===== src/rtl/mem_lsu.sv =====
// Load/store unit in front of the word-wide data memory: sizing, extension, alignment, sub-word RMW.
// Optional MEM_LSU_ERRCNT_EN adds a saturating err_cnt output counting error responses.
module mem_lsu #(
    parameter int BIG_ENDIAN = 0,
    parameter int ADDR_W     = 32
) (
    input  logic              clk,
    input  logic              rst_n,
    input  logic              req_valid,
    output logic              req_ready,
    input  logic              req_we,
    input  logic [1:0]        req_size,
    input  logic              req_uns,
    input  logic [ADDR_W-1:0] req_addr,
    input  logic [31:0]       req_wdata,
    output logic              resp_valid,
    output logic              resp_err,
    output logic [31:0]       resp_rdata,
`ifdef MEM_LSU_ERRCNT_EN
    output logic [15:0]       err_cnt,
`endif
    output logic [ADDR_W-1:0] dm_addr,
    output logic              dm_ctrl_w,
    output logic              dm_ctrl_r,
    output logic [31:0]       dm_wdata,
    input  logic [31:0]       dm_rdata
);

    typedef enum logic [1:0] {IDLE, ACC, RMW_RD, RMW_WR} state_e;

    localparam logic BE = (BIG_ENDIAN != 0);

    state_e              state_q, state_d;
    logic                we_q, uns_q;
    logic [1:0]          size_q;
    logic [ADDR_W-1:0]   addr_q;
    logic [31:0]         wdata_q;
    logic [31:0]         wbuf_q, wbuf_d;
    logic                resp_valid_q, resp_valid_d;
    logic                resp_err_q, resp_err_d;
    logic [31:0]         resp_rdata_q, resp_rdata_d;

    logic                accept, misal;
    logic [1:0]          blane;
    logic                hlane;
    logic [7:0]          ld_byte;
    logic [15:0]         ld_half;
    logic [31:0]         ld_ext;

    assign accept = req_valid && req_ready;

    always_comb begin
        misal = 1'b0;
        case (req_size)
            2'b00:   misal = 1'b0;
            2'b01:   misal = req_addr[0];
            2'b10:   misal = (req_addr[1:0] != 2'b00);
            default: misal = 1'b1;
        endcase
    end

    // Lane indices are flipped for big-endian so addr 0 maps to the top byte.
    assign blane = BE ? ~addr_q[1:0] : addr_q[1:0];
    assign hlane = BE ? ~addr_q[1] : addr_q[1];

    always_ff @(posedge clk or negedge rst_n) begin
        if (!rst_n) state_q <= IDLE;
        else        state_q <= state_d;
    end

    always_comb begin
        state_d = state_q;
        case (state_q)
            IDLE: begin
                if (accept && !misal)
                    state_d = (req_we && req_size != 2'b10) ? RMW_RD : ACC;
            end
            ACC:     state_d = IDLE;
            RMW_RD:  state_d = RMW_WR;
            RMW_WR:  state_d = IDLE;
            default: state_d = IDLE;
        endcase
    end

    always_comb begin
        req_ready = 1'b0;
        dm_ctrl_r = 1'b0;
        dm_ctrl_w = 1'b0;
        dm_wdata  = '0;
        dm_addr   = '0;
        case (state_q)
            IDLE: req_ready = 1'b1;
            ACC: begin
                dm_addr   = {addr_q[ADDR_W-1:2], 2'b00};
                dm_ctrl_r = !we_q;
                dm_ctrl_w = we_q;
                dm_wdata  = we_q ? wdata_q : 32'h0;
            end
            RMW_RD: begin
                dm_addr   = {addr_q[ADDR_W-1:2], 2'b00};
                dm_ctrl_r = 1'b1;
            end
            RMW_WR: begin
                dm_addr   = {addr_q[ADDR_W-1:2], 2'b00};
                dm_ctrl_w = 1'b1;
                dm_wdata  = wbuf_q;
            end
            default: ;
        endcase
    end

    always_comb begin
        ld_byte = 8'h0;
        case (blane)
            2'd0: ld_byte = dm_rdata[7:0];
            2'd1: ld_byte = dm_rdata[15:8];
            2'd2: ld_byte = dm_rdata[23:16];
            2'd3: ld_byte = dm_rdata[31:24];
            default: ;
        endcase
        ld_half = hlane ? dm_rdata[31:16] : dm_rdata[15:0];
        case (size_q)
            2'b00:   ld_ext = uns_q ? {24'h0, ld_byte}
                                    : {{24{ld_byte[7]}}, ld_byte};
            2'b01:   ld_ext = uns_q ? {16'h0, ld_half}
                                    : {{16{ld_half[15]}}, ld_half};
            default: ld_ext = dm_rdata;
        endcase
    end

    always_comb begin
        wbuf_d = dm_rdata;
        if (size_q == 2'b00) begin
            case (blane)
                2'd0: wbuf_d[7:0]   = wdata_q[7:0];
                2'd1: wbuf_d[15:8]  = wdata_q[7:0];
                2'd2: wbuf_d[23:16] = wdata_q[7:0];
                2'd3: wbuf_d[31:24] = wdata_q[7:0];
                default: ;
            endcase
        end else if (hlane) begin
            wbuf_d[31:16] = wdata_q[15:0];
        end else begin
            wbuf_d[15:0] = wdata_q[15:0];
        end
    end

    always_comb begin
        resp_valid_d = 1'b0;
        resp_err_d   = resp_err_q;
        resp_rdata_d = resp_rdata_q;
        case (state_q)
            IDLE: begin
                if (accept && misal) begin
                    resp_valid_d = 1'b1;
                    resp_err_d   = 1'b1;
                    resp_rdata_d = 32'h0;
                end
            end
            ACC: begin
                resp_valid_d = 1'b1;
                resp_err_d   = 1'b0;
                resp_rdata_d = we_q ? 32'h0 : ld_ext;
            end
            RMW_WR: begin
                resp_valid_d = 1'b1;
                resp_err_d   = 1'b0;
                resp_rdata_d = 32'h0;
            end
            default: ;
        endcase
    end

    always_ff @(posedge clk or negedge rst_n) begin
        if (!rst_n) begin
            we_q         <= 1'b0;
            uns_q        <= 1'b0;
            size_q       <= 2'b00;
            addr_q       <= '0;
            wdata_q      <= 32'h0;
            wbuf_q       <= 32'h0;
            resp_valid_q <= 1'b0;
            resp_err_q   <= 1'b0;
            resp_rdata_q <= 32'h0;
        end else begin
            if (accept) begin
                we_q    <= req_we;
                uns_q   <= req_uns;
                size_q  <= req_size;
                addr_q  <= req_addr;
                wdata_q <= req_wdata;
            end
            if (state_q == RMW_RD) wbuf_q <= wbuf_d;
            resp_valid_q <= resp_valid_d;
            resp_err_q   <= resp_err_d;
            resp_rdata_q <= resp_rdata_d;
        end
    end

    assign resp_valid = resp_valid_q;
    assign resp_err   = resp_err_q;
    assign resp_rdata = resp_rdata_q;

`ifdef MEM_LSU_ERRCNT_EN
    logic [15:0] err_cnt_q;

    always_ff @(posedge clk or negedge rst_n) begin
        if (!rst_n)
            err_cnt_q <= 16'h0;
        else if (resp_valid_q && resp_err_q && err_cnt_q != 16'hFFFF)
            err_cnt_q <= err_cnt_q + 16'd1;
    end

    assign err_cnt = err_cnt_q;
`endif

endmodule


===== config.mk =====
export PLATFORM = sky130hd
export DESIGN_NAME = mem_lsu
export DESIGN_NICKNAME = d
export VERILOG_FILES = /design/src/rtl/mem_lsu.sv
export SDC_FILE = /design/constraint.sdc
export NUM_CORES = 1
export LEC_CHECK = 0
export BUFFER_PORTS_ARGS = -buffer_cell sky130_fd_sc_hd__buf_4
export CAP_MARGIN = 25
export CELL_PAD_IN_SITES_DETAIL_PLACEMENT = 1
export CELL_PAD_IN_SITES_GLOBAL_PLACEMENT = 1
export CORE_ASPECT_RATIO = 1.75
export CORE_MARGIN = 4
export CORE_UTILIZATION = 40
export DETAILED_ROUTE_END_ITERATION = 7
export PLACE_DENSITY = 0.89
export REMOVE_ABC_BUFFERS = 1
export SYNTH_ARGS = -nofsm -noshare
export SYNTH_HDL_FRONTEND = slang
export SYNTH_SLANG_ARGS = --single-unit

===== constraint.sdc =====
create_clock -name clk -period 2.32 [get_ports clk]
set_input_delay 0.348 -clock clk [delete_from_list [all_inputs] [get_ports clk]]
set_output_delay 0.348 -clock clk [all_outputs]
set_load 0.05 [all_outputs]

==> qor.txt <==
Status: complete, no violations
DR vias: 5771
Crit. End Element: primary output
First-pass GRT wire length: 36100 µm
CTS tree: yes
Library cells used by synthesis: 43
Post-route DRC violation count: 0
Hpwl dp: 17200 µm
Max Clk Rate: 0.439 GHz
Minimum clock period: 2.28 ns
IO Pins: 204
Post-synth top cells: 136 x dfrtp_1, 78 x mux2_2, 55 x a22o_1, 48 x nor2b_1, 39 x o21ai_0
Worst-path fanout max: 24
CP Launch Type: register
Rel. slew slack: 57.2%
Data required, critical path: 1.97 ns
Synth area leader: dfrtp_1
GPL Wtd Cong: 0.888
Largest net degree at the start of global routing: 60
GR peak layer: met2
Root buf cell: clkbuf_16
Core outline area: 16400 µm²
Drt pass-1 iters: 5
Fin. Hold Viols: 0
Die height: 179 µm
Initial antenna violation count: 1
Tcrit/Tclk final: 98.3%
Synth-to-layout area growth: 37.1%
Nets: 897
Clk_skew: 0.00809 ns
Share of cells above drive strength 1: 43.6%
Die area: 18900 µm²
Final setup fails: 0
Most used DFF post-synth: dfrtp_1
Vias in the first global route: 6467
Cell Count, Final, Fillers Out: 1027
Syn Inst Count: 589
Max-cap violations: 0
Width of the die: 106 µm
Initial Utilization: 40.6%
Power per cell area: 1820 nW/µm²
Arrival time worst endpoint: 1.93 ns
Register area share after synthesis: 50.9%
H-Tree Depth: 4
Gr ovfl total: 0
Mapped cell area: 6680 µm²
Placed Cells: 991
Critical path class: register to primary output
Slew Limit Fails: 0
Setup TNS: 0 ns
Placed instance area: 8490 µm²
Final instance area: 9170 µm²
WL final: 23700 µm
Largest cells by area after synthesis: dfrtp_1 51%, mux2_2 13%, a22o_1 7.2%
Synthesis Warnings: 0
Slew of the pin with the lowest slew margin: 0.643 ns
HP Class: primary input to register
Met2 usage: 44.8%
Wire per inst: 23.1 µm
Gr usage total: 24.9%
Post-DR vias/cell: 5.62
Share of the synthesized area in the top cell type: 50.9%
Clock transition at path regs: 0.06 ns
Clock Latency Late Sink: 0.42 ns
Post-synth EDFFs: 0
Post-Syn Area per Cell: 11.3 µm²
CTS Buf Count: 17
GR Layer Usage met1: 24.9%
Antenna Nets Post-Route: 0
Asr flop ratio synth: 100%
Most instantiated library cell after synthesis: dfrtp_1
TritonCTS Sinks: 136
Core Rows: 62
LEAKAGE: 4.26 nW
Synth Register Bits: 136
1st-iter DRT viols: 368
Met3 Use GR: 5.91%
CTS max path bufs: 2
Worst vdd ir: 0.936 mV
PortBufs: 201
-- metal layers --
layer / up-vias / routed length, µm
li1: 2531 / -
met5: - / 0
met4: 0 / 1490
met3: 81 / 1250
met1: 2900 / 8090
met2: 259 / 12900
-- sequential cells by signal, summed over array words and instances (netlist names) --
| register | count |
|---|---|
| state_q | 2 |
| size_q | 2 |
| wdata_q | 32 |
| addr_q | 32 |
| we_q | 1 |
| resp_rdata | 32 |
| uns_q | 1 |
| wbuf_q | 32 |
| resp_err | 1 |
| resp_valid | 1 |
-- layout make-up --
class | instances | area, µm²
fillers | 1816 | 7280
diodes | 1 | 2.50
flip-flops and latches | 136 | 3400
well taps | 224 | 280
multi-input cells | 385 | 3020
clock buffers | 19 | 443
repair buffers | 227 | 1780
inverters | 22 | 82.6
clock inverters | 13 | 146
-- worst max-delay path, cell delays in order, from the launching register on --
cell and delay [ns]:
dfrtp_1 0.42, inv_2 0.12, ha_4 0.18, and2_1 0.20
buf_12 0.19, a22o_1 0.17, buf_4 0.23
-- per-stage QoR --
stage	hold WS, ns	power [W]	setup WS (ns)	utilization [%]
after detailed placement	0.355	0.0137	0.122	51.6
final	0.155	0.0167	0.0400	55.7
after global routing	0.141	0.0175	-0.00833	55.7
after floorplan	0.0524	0.0105	-1.59	-
after CTS	0.141	0.0166	0.00148	55.4
after global placement	0.345	0.0133	0.266	51.6
-- layout by cell type (no fill, tap or decap), types with 4 or more instances in the layout --
master      Yosys  layout
a21oi_1        27      27
a222oi_1        7       7
a22o_1         55      55
buf_12          0       4
buf_4           2     216
buf_6           3       5
clkbuf_16       0      17
clkinvlp_4      0       5
dfrtp_1       136     136
inv_1          21      20
mux2_2         78      78
mux2i_1        17      17
nand2_1        17      16
nand2b_1       20      20
nor2_1         18      18
nor2b_1        48      48
o21ai_0        39      39
o21ai_1         7       7
o221ai_1       16      16
-- worst paths after layout --
check	start	endpoint	slack (ns)	depth (start not counted)
min in group asynchronous	rst_n	wdata_q[23]$_DFFE_PN0P_	0.47	2
hold / removal	req_addr[30]	addr_q[30]$_DFFE_PN0P_	0.16	2
setup / recovery	state_q[1]$_DFFE_PN0P_	dm_wdata[10]	0.04	6
max in group asynchronous	rst_n	addr_q[9]$_DFFE_PN0P_	1.08	3
hold reg to reg	addr_q[31]$_DFFE_PN0P_	addr_q[31]$_DFFE_PN0P_	0.50	1
setup reg to reg	state_q[0]$_DFFE_PN0P_	resp_rdata[4]$_DFFE_PN0P_	0.09	6
-- power breakdown --
part / total [W] / switching (W) / internal, W
Combinational: 0.00949 / 0.00613 / 0.00336
Sequential: 0.00447 / 0.000928 / 0.00355
Clock: 0.00272 / 0.00109 / 0.00162
Total: 0.0167 / 0.00815 / 0.00852
-- repair_timing --
item / 4_1_cts / 5_1_grt
endpoints found under the hold margin: 57 / 0
buffers inserted: 0 / 2
pin swaps: 0 / 2
setup endpoints to repair: 63 / 71
resized for setup: 5 / 7
hold buffers: 1 / 0
-- logic make-up (layout without fill, tap and decap cells) --
family	Yosys count	after routing	share of synthesized area (%)
fa+ha+maj	5	5	0.936
simple gates	118	118	10.1
buf+inv	69	281	4.42
compound gates	165	165	17.9
flops	136	136	50.9
mux	95	95	15.7
other cells	1	3	0.0561
Power figures use the tool's default switching activity.
